[src/rtl/truth_table_sweeper.sv]
// truth_table_sweeper
// Walks every input vector of an external N_IN-input boolean unit in
// ascending order. Each vector is held for SETTLE_CYCLES cycles and then
// sampled, which builds a captured truth table. That table is compared
// entry by entry against an expected table that is latched at start.
// Results hold from the done pulse until the next accepted start or reset.
module truth_table_sweeper #(
    parameter int N_IN          = 4,
    parameter int SETTLE_CYCLES = 1
) (
    input  logic                clk,
    input  logic                rst,
    input  logic                start,
    input  logic                abort,
    input  logic [(1<<N_IN)-1:0] expected,
    output logic [N_IN-1:0]     f_in,
    input  logic                f_out,
    output logic                busy,
    output logic                done,
    output logic [(1<<N_IN)-1:0] table_out,
    output logic                match,
    output logic [N_IN:0]       err_count,
    output logic [N_IN-1:0]     first_err,
    output logic                first_err_valid
);

    localparam int              T        = 1 << N_IN;
    localparam logic [3:0]      SETTLE_W = 4'(SETTLE_CYCLES);
    localparam logic [N_IN-1:0] IDX_LAST = '1;

    typedef enum logic [1:0] {
        ST_IDLE   = 2'd0,
        ST_APPLY  = 2'd1,
        ST_FINISH = 2'd2
    } state_t;

    // Control state
    state_t          r_state;
    state_t          w_state_nxt;
    logic [N_IN-1:0] r_idx;
    logic [N_IN-1:0] w_idx_nxt;
    logic [3:0]      r_wait;
    logic [3:0]      w_wait_nxt;

    // Registered outputs and their next values
    logic            r_busy;
    logic            r_done;
    logic [N_IN-1:0] r_f_in;
    logic            w_busy_nxt;
    logic            w_done_nxt;
    logic [N_IN-1:0] w_f_in_nxt;

    // Result datapath
    logic [T-1:0]    r_expected;
    logic [T-1:0]    r_table;
    logic [N_IN:0]   r_err_count;
    logic [N_IN-1:0] r_first_err;
    logic            r_first_err_valid;
    logic            r_match;

    logic            w_sample;
    logic            w_mismatch;
    logic [N_IN:0]   w_err_count_nxt;

    // A sample is taken on the last held cycle of a vector. An abort on that
    // same edge suppresses it.
    always_comb begin
        w_sample        = (r_state == ST_APPLY) && !abort && (r_wait == 4'd0);
        w_mismatch      = w_sample && (f_out != r_expected[r_idx]);
        w_err_count_nxt = r_err_count + (w_mismatch ? (N_IN+1)'(1) : (N_IN+1)'(0));
    end

    // State register
    always_ff @(posedge clk or posedge rst) begin
        if (rst) begin
            r_state <= ST_IDLE;
            r_idx   <= '0;
            r_wait  <= 4'd0;
        end else begin
            r_state <= w_state_nxt;
            r_idx   <= w_idx_nxt;
            r_wait  <= w_wait_nxt;
        end
    end

    // Next-state logic: sweep sequencing, settle countdown and abort handling
    always_comb begin
        w_state_nxt = r_state;
        w_idx_nxt   = r_idx;
        w_wait_nxt  = r_wait;
        case (r_state)
            ST_IDLE: begin
                if (start) begin
                    w_state_nxt = ST_APPLY;
                    w_idx_nxt   = '0;
                    w_wait_nxt  = SETTLE_W;
                end else begin
                    w_state_nxt = ST_IDLE;
                end
            end
            ST_APPLY: begin
                if (abort) begin
                    w_state_nxt = ST_IDLE;
                end else if (r_wait != 4'd0) begin
                    w_wait_nxt = r_wait - 4'd1;
                end else if (r_idx == IDX_LAST) begin
                    w_state_nxt = ST_FINISH;
                end else begin
                    w_idx_nxt  = r_idx + N_IN'(1);
                    w_wait_nxt = SETTLE_W;
                end
            end
            ST_FINISH: begin
                w_state_nxt = ST_IDLE;
                w_idx_nxt   = '0;
            end
            default: begin
                w_state_nxt = ST_IDLE;
                w_idx_nxt   = '0;
                w_wait_nxt  = 4'd0;
            end
        endcase
    end

    // Output decode from the upcoming state, registered so that busy/done/f_in
    // line up with the state they describe
    always_comb begin
        w_busy_nxt = (w_state_nxt == ST_APPLY);
        w_done_nxt = (w_state_nxt == ST_FINISH);
        if (w_state_nxt == ST_APPLY) begin
            w_f_in_nxt = w_idx_nxt;
        end else begin
            w_f_in_nxt = '0;
        end
    end

    // Output registers
    always_ff @(posedge clk or posedge rst) begin
        if (rst) begin
            r_busy <= 1'b0;
            r_done <= 1'b0;
            r_f_in <= '0;
        end else begin
            r_busy <= w_busy_nxt;
            r_done <= w_done_nxt;
            r_f_in <= w_f_in_nxt;
        end
    end

    // Result capture. Start clears the results and latches expected. Each
    // sample fills one table entry and updates the error bookkeeping. The
    // final sample also resolves match, so it is valid during the done cycle.
    always_ff @(posedge clk or posedge rst) begin
        if (rst) begin
            r_expected        <= '0;
            r_table           <= '0;
            r_err_count       <= '0;
            r_first_err       <= '0;
            r_first_err_valid <= 1'b0;
            r_match           <= 1'b0;
        end else if ((r_state == ST_IDLE) && start) begin
            r_expected        <= expected;
            r_table           <= '0;
            r_err_count       <= '0;
            r_first_err       <= '0;
            r_first_err_valid <= 1'b0;
            r_match           <= 1'b0;
        end else if (w_sample) begin
            r_table[r_idx] <= f_out;
            r_err_count    <= w_err_count_nxt;
            if (w_mismatch && !r_first_err_valid) begin
                r_first_err       <= r_idx;
                r_first_err_valid <= 1'b1;
            end
            if (r_idx == IDX_LAST) begin
                r_match <= (w_err_count_nxt == '0);
            end
        end
    end

    assign f_in            = r_f_in;
    assign busy            = r_busy;
    assign done            = r_done;
    assign table_out       = r_table;
    assign match           = r_match;
    assign err_count       = r_err_count;
    assign first_err       = r_first_err;
    assign first_err_valid = r_first_err_valid;

endmodule

[config.mk]
export PLATFORM = sky130hd
export DESIGN_NAME = truth_table_sweeper
export DESIGN_NICKNAME = d
export VERILOG_FILES = /design/src/rtl/truth_table_sweeper.sv
export SDC_FILE = /design/constraint.sdc
export NUM_CORES = 1
export LEC_CHECK = 0
export ABC_AREA = 1
export ABC_CLOCK_PERIOD_IN_PS = 3100
export BUFFER_PORTS_ARGS = -buffer_cell sky130_fd_sc_hd__clkbuf_2
export CORE_MARGIN = 2
export CORE_UTILIZATION = 33
export CTS_CLUSTER_DIAMETER = 150
export DETAILED_ROUTE_END_ITERATION = 8
export PLACE_DENSITY = 0.57
export REMOVE_ABC_BUFFERS = 1
export SYNTH_ARGS = -nofsm -noshare
export SYNTH_HDL_FRONTEND = slang
export SYNTH_SLANG_ARGS = --single-unit
[constraint.sdc]
create_clock -name clk -period 3.1 [get_ports clk]
set_input_delay 0.465 -clock clk [delete_from_list [all_inputs] [get_ports clk]]
set_output_delay 0.465 -clock clk [all_outputs]
set_load 0.1 [all_outputs]
# Yosys cells after proc, flatten, opt, wreduce, memory -nomap -nowiden
# Index checks and enable logic that the tools add are counted.
# totals
in_bits	21
output_inout_bits	33
word_cells	80
register_bits	59
# classes
n_bitwise	1
n_reduce_logical	18
n_lt_le_gt_ge	2
n_eq_ne	9
mux	35
n_addsub	3
# ops
operator	count
$mux 4	12
$mux 16	2
$bwmux 16	1
$pmux 4 s3	1
$mux 1	10
$mux 5	2
$pmux 4 s2	1
$logic_and 1x1->1	6
$mux 2	3
$reduce_bool 2->1	3
$add 5x1->5	1
$logic_not 5->1	1
$lt 4x5->1 const B	1
$add 4x1->4 const B	1
$bmux 1 s4	1
$demux 1 s4	1
$eq 2x1->1 const B	2
$eq 2x2->1 const B	2
$eq 4x4->1 const B	1
$ge 4x1->1 const B	1
$logic_not 4->1	1
$ne 2x2->1 const B	2
$pmux 2 s2	1
$reduce_and 2->1	2
8 further kinds	9

# Logic depth before layout (Yosys ltp)
# logic_depth
ltp_word	10
ltp_mapped	18
depth_no_buf	16

# Worst setup path before layout
# No wires, ideal clock.
# synth_path
path_kind	register to register
from	register r_idx[0]
to	register r_match (netlist: match)
n_path_buf	2
stages_incl_launch_ff	19
arrival_time_ns	2.175
slack_ns	0.856
synth_period_minus_slack_ns	2.244
t_required_ns	3.031
cell_sequence	dfrtp_1 > buf_6 > inv_4 > buf_8 > nand2_1 > nand3_1 > nand2_1 > nand2_1 > nand2_2 > nor2_1 > nand2_2 > nand2_2 > nor2_4 > ha_1 > ha_1 > xor2_1 > nor4_1 > nand4_1 > nand2_1
# synth_via
elab_chain_cells	10
word_cells_on_any_way	13
classes_between	add/sub (1); eq/ne (2); mux (6); reduce/logical (4)
# synth_rtl
item	line_no	text
start: declaration	40	logic [N_IN-1:0] r_idx;
start signal: assignment	81	r_idx <= w_idx_nxt;
$bmux 1 s4	69	w_mismatch = w_sample && (f_out != r_expected[r_idx]);
$mux 1 (not written as such)	69	
$ne 1x1->1	69	
$logic_and 1x1->1	69	
$mux 1	70	w_err_count_nxt = r_err_count + (w_mismatch ? (N_IN+1)'(1) : (N_IN+1)'(0));
$add 5x1->5	70	
$logic_not 5->1	176	r_match <= (w_err_count_nxt == '0);
$mux 1	175	if (r_idx == IDX_LAST) begin
$mux 1	168	end else if (w_sample) begin
$mux 1	161	end else if ((r_state == ST_IDLE) && start) begin
end signal: assignment	176	
end: declaration	59	logic r_match;
# Parallel ways exist; a longest one is shown, timed or not. The select of a mux whose other input is x is not followed.
# A chain may end at the register's enable or synchronous reset.

# Final worst setup path
# Same ends and word-level chain as after synthesis.

==> results.toml <==
[sta]
finClkSkew_ns = 0.006273
rsz0062_at_grt = "no"
setup_viol = 0
finalCritPeriodShare_pct = 80.23
drv_slew = 0
tightest_slew_ns = 0.9356
fin_ws_ns = 0.6127
whs_ns = 0.3238
timing.fmax_mhz = 402.0
hold_viol = 0
fin_crit_ns = 2.487
max_slew_margin_pct = 37.39
final.setup.tns_ns = 0

[clock_network]
clock_sinks = 59
cts_tree = "built"
cts_setup_buffers = 0
cts-root-buf = "clkbuf_8"
cts_buffers = 9
postCtsResizedCells = 0
ctsHoldBuffers = 0
clkTransAtPathRegs_ns = 0.06
cts_max_path_buffers = 2
htreeDepth = 3
clkLatencyLatePin_ns = 0.33

[final_layout]
nets = 446
regArea_sq_um = 1476
fin_util_pct = 40.22
finalNonFillerCells = 531
area_growth_syn_to_layout_pct = 18.98
fillCellCount = 928
final_common_cell = "nand2_1"
layout_common_cells = "nand2_1 (91), dfrtp_1 (59), inv_1 (54), clkbuf_2 (53), nand3_1 (46)"
multi_input_area_sq_um = 1161
drive_above_1_share_pct = 21.51
antenna_cells = 0
fin_area_sq_um = 3491

[synthesis]
syn_inst = 360
syn_area_per_cell_sq_um = 8.150
synth-edff-count = 0
ys_ff_latch = 59
synth.yosys.seq_area_share_pct = 50.32
syn_area_sq_um = 2934
ys_warn_count = 0
synth_cell_type_count = 30
synthFlopType = "dfrtp_1"
ys_async_sr_fraction_pct = 100.0

[floorplanning]
ios = 54
chipHeight_um = 98.29
initial_utilization_pct = 33.81
die_area_sq_um = 9661
core_area_sq_um = 8678
row_count = 34
fp.dieW_um = 98.29

[worst_setup_path]
crit_type = "reg2reg"
critPathLaunchType = "flop"
path_cells = "inv_4 -> nand2_1 -> nand3_1 -> nand2_1 -> nand2_1 -> nand2_2 -> nor2_1 -> nand2_2 -> nand2_2 -> nor2_4 -> ha_1 -> ha_1 -> xor2_1 -> nor4_1 -> nand4_1 -> nand2_1"
critPathArrivalTime_ns = 2.75
end_kind = "flop"
crit_buf_inv = 1
critical-path-top-delay-family = "simple AND/OR/NAND/NOR gates"
slowest_stage = "dfrtp_1"
crit_top_cell = "nand2_1"
crit_fanout = 13
crit_required_ns = 3.37
slowest_delay_ns = 0.54

[route]
drc = 0
antenna_left = 0
wirelength_um = 6963
drtIter0Drc = 121
vias = 2483
dr.pass1.iters = 4
via_per_inst = 4.676
wl_per_cell_um = 13.11

[placed_design]
dp_worst_setup_slack_ns = 0.6577
postPlaceCellArea_sq_um = 3299
gp_congestion = 0.8381
numPortBuffers = 53
dp.cells = 515
dpl.hpwl_um = 4927

[hold_path]
min_path_type = "in2async"

[global_route]
grt_max_degree = 60
grt_pass1_vias = 2451
grt_pass1_wl_um = 11720
grt.overflow.total = 0
grt_usage_pct = 15.39
antenna_found_initial = 0

[status]
status = "complete, no violations"

[power]
pwr_density_cell_nw_per_um2 = 694.8
power_mw = 2.426
ir_worst_vdd_v = 0.0002843
leakage_nw = 2.000

[flow_run]
max_cap_viol_count = 0
report_power, final:
| group | internal (mW) | switching [mW] |
|---|---|---|
| registers | 0.875 | 0.0673 |
| logic | 0.204 | 0.612 |
| clock network | 0.377 | 0.290 |
flip-flops by register name, indices dropped and copies added, names as in the netlist, 2 cells and up:
register,flops
r_expected,16
table_out,16
err_count,5
f_in,4
first_err,4
r_idx,4
r_wait,4
r_state,2
final timing paths:
| check | start | slack [ns] | endpoint | cells past startpoint |
|---|---|---|---|---|
| worst min-delay path | rst | 0.32 | r_expected[1] | 3 |
| worst max-delay path | r_idx[0] | 0.61 | match | 16 |
| min in group clk | expected[13] | 0.34 | r_expected[13] | 3 |
| worst min register to register | first_err[2] | 0.50 | first_err[2] | 2 |
| max in group asynchronous | rst | 2.28 | table_out[14] | 3 |
| worst max register to register | r_idx[0] | 0.61 | match | 16 |
Yosys cell counts, types with 2 or more instances:
| cell type | number | area share, % |
|---|---|---|
| o22ai_1 | 3 | 0.64 |
| dfrtp_1 | 59 | 50 |
| inv_2 | 5 | 0.64 |
| a21oi_1 | 3 | 0.51 |
| nor2_1 | 12 | 1.5 |
| xor2_1 | 4 | 1.2 |
| o21ai_0 | 40 | 6.8 |
| nand3_1 | 46 | 7.8 |
| nor3_1 | 2 | 0.34 |
| o31ai_1 | 2 | 0.51 |
| nand2_1 | 91 | 12 |
| inv_1 | 55 | 7.0 |
| nor2_4 | 4 | 1.5 |
| nand4_1 | 3 | 0.64 |
| clkbuf_1 | 5 | 0.64 |
| ha_1 | 7 | 3.0 |
| buf_4 | 2 | 0.51 |
| nand2_2 | 5 | 1.1 |
layout make-up:
cell class / instances / share of cell area (%)
Clock inverter: 1 / 0.1434
Inverter: 61 / 6.631
Multi-Input combinational cell: 230 / 33.26
Timing Repair Buffer: 57 / 8.459
Clock buffer: 15 / 5.341
Sequential cell: 59 / 42.29
Tap cell: 108 / 3.871
cells by family after synthesis:
logic type	Yosys count	share of synthesized area, %
compound gates	52	9.723
fa+ha+maj	7	2.985
xor+xnor	5	1.492
simple gates	166	25.37
buf+inv	71	10.11
flops	59	50.32
worst min-delay path, cell delays in order:
cell and delay, ns:
clkbuf_2 0.08, inv_2 0.03, buf_4 0.58
routing by layer:
layer | track usage (%) | share of wire (%) | up-vias
li1 | - | - | 1255
met1 | 20.78 | 47 | 1175
met3 | 3.722 | 4.3 | 4
met4 | 6.955 | 1.0 | 0
met2 | 23.50 | 47 | 49
met5 | 0 | 0 | -
Note: power is estimated with default switching activity, not from simulation.
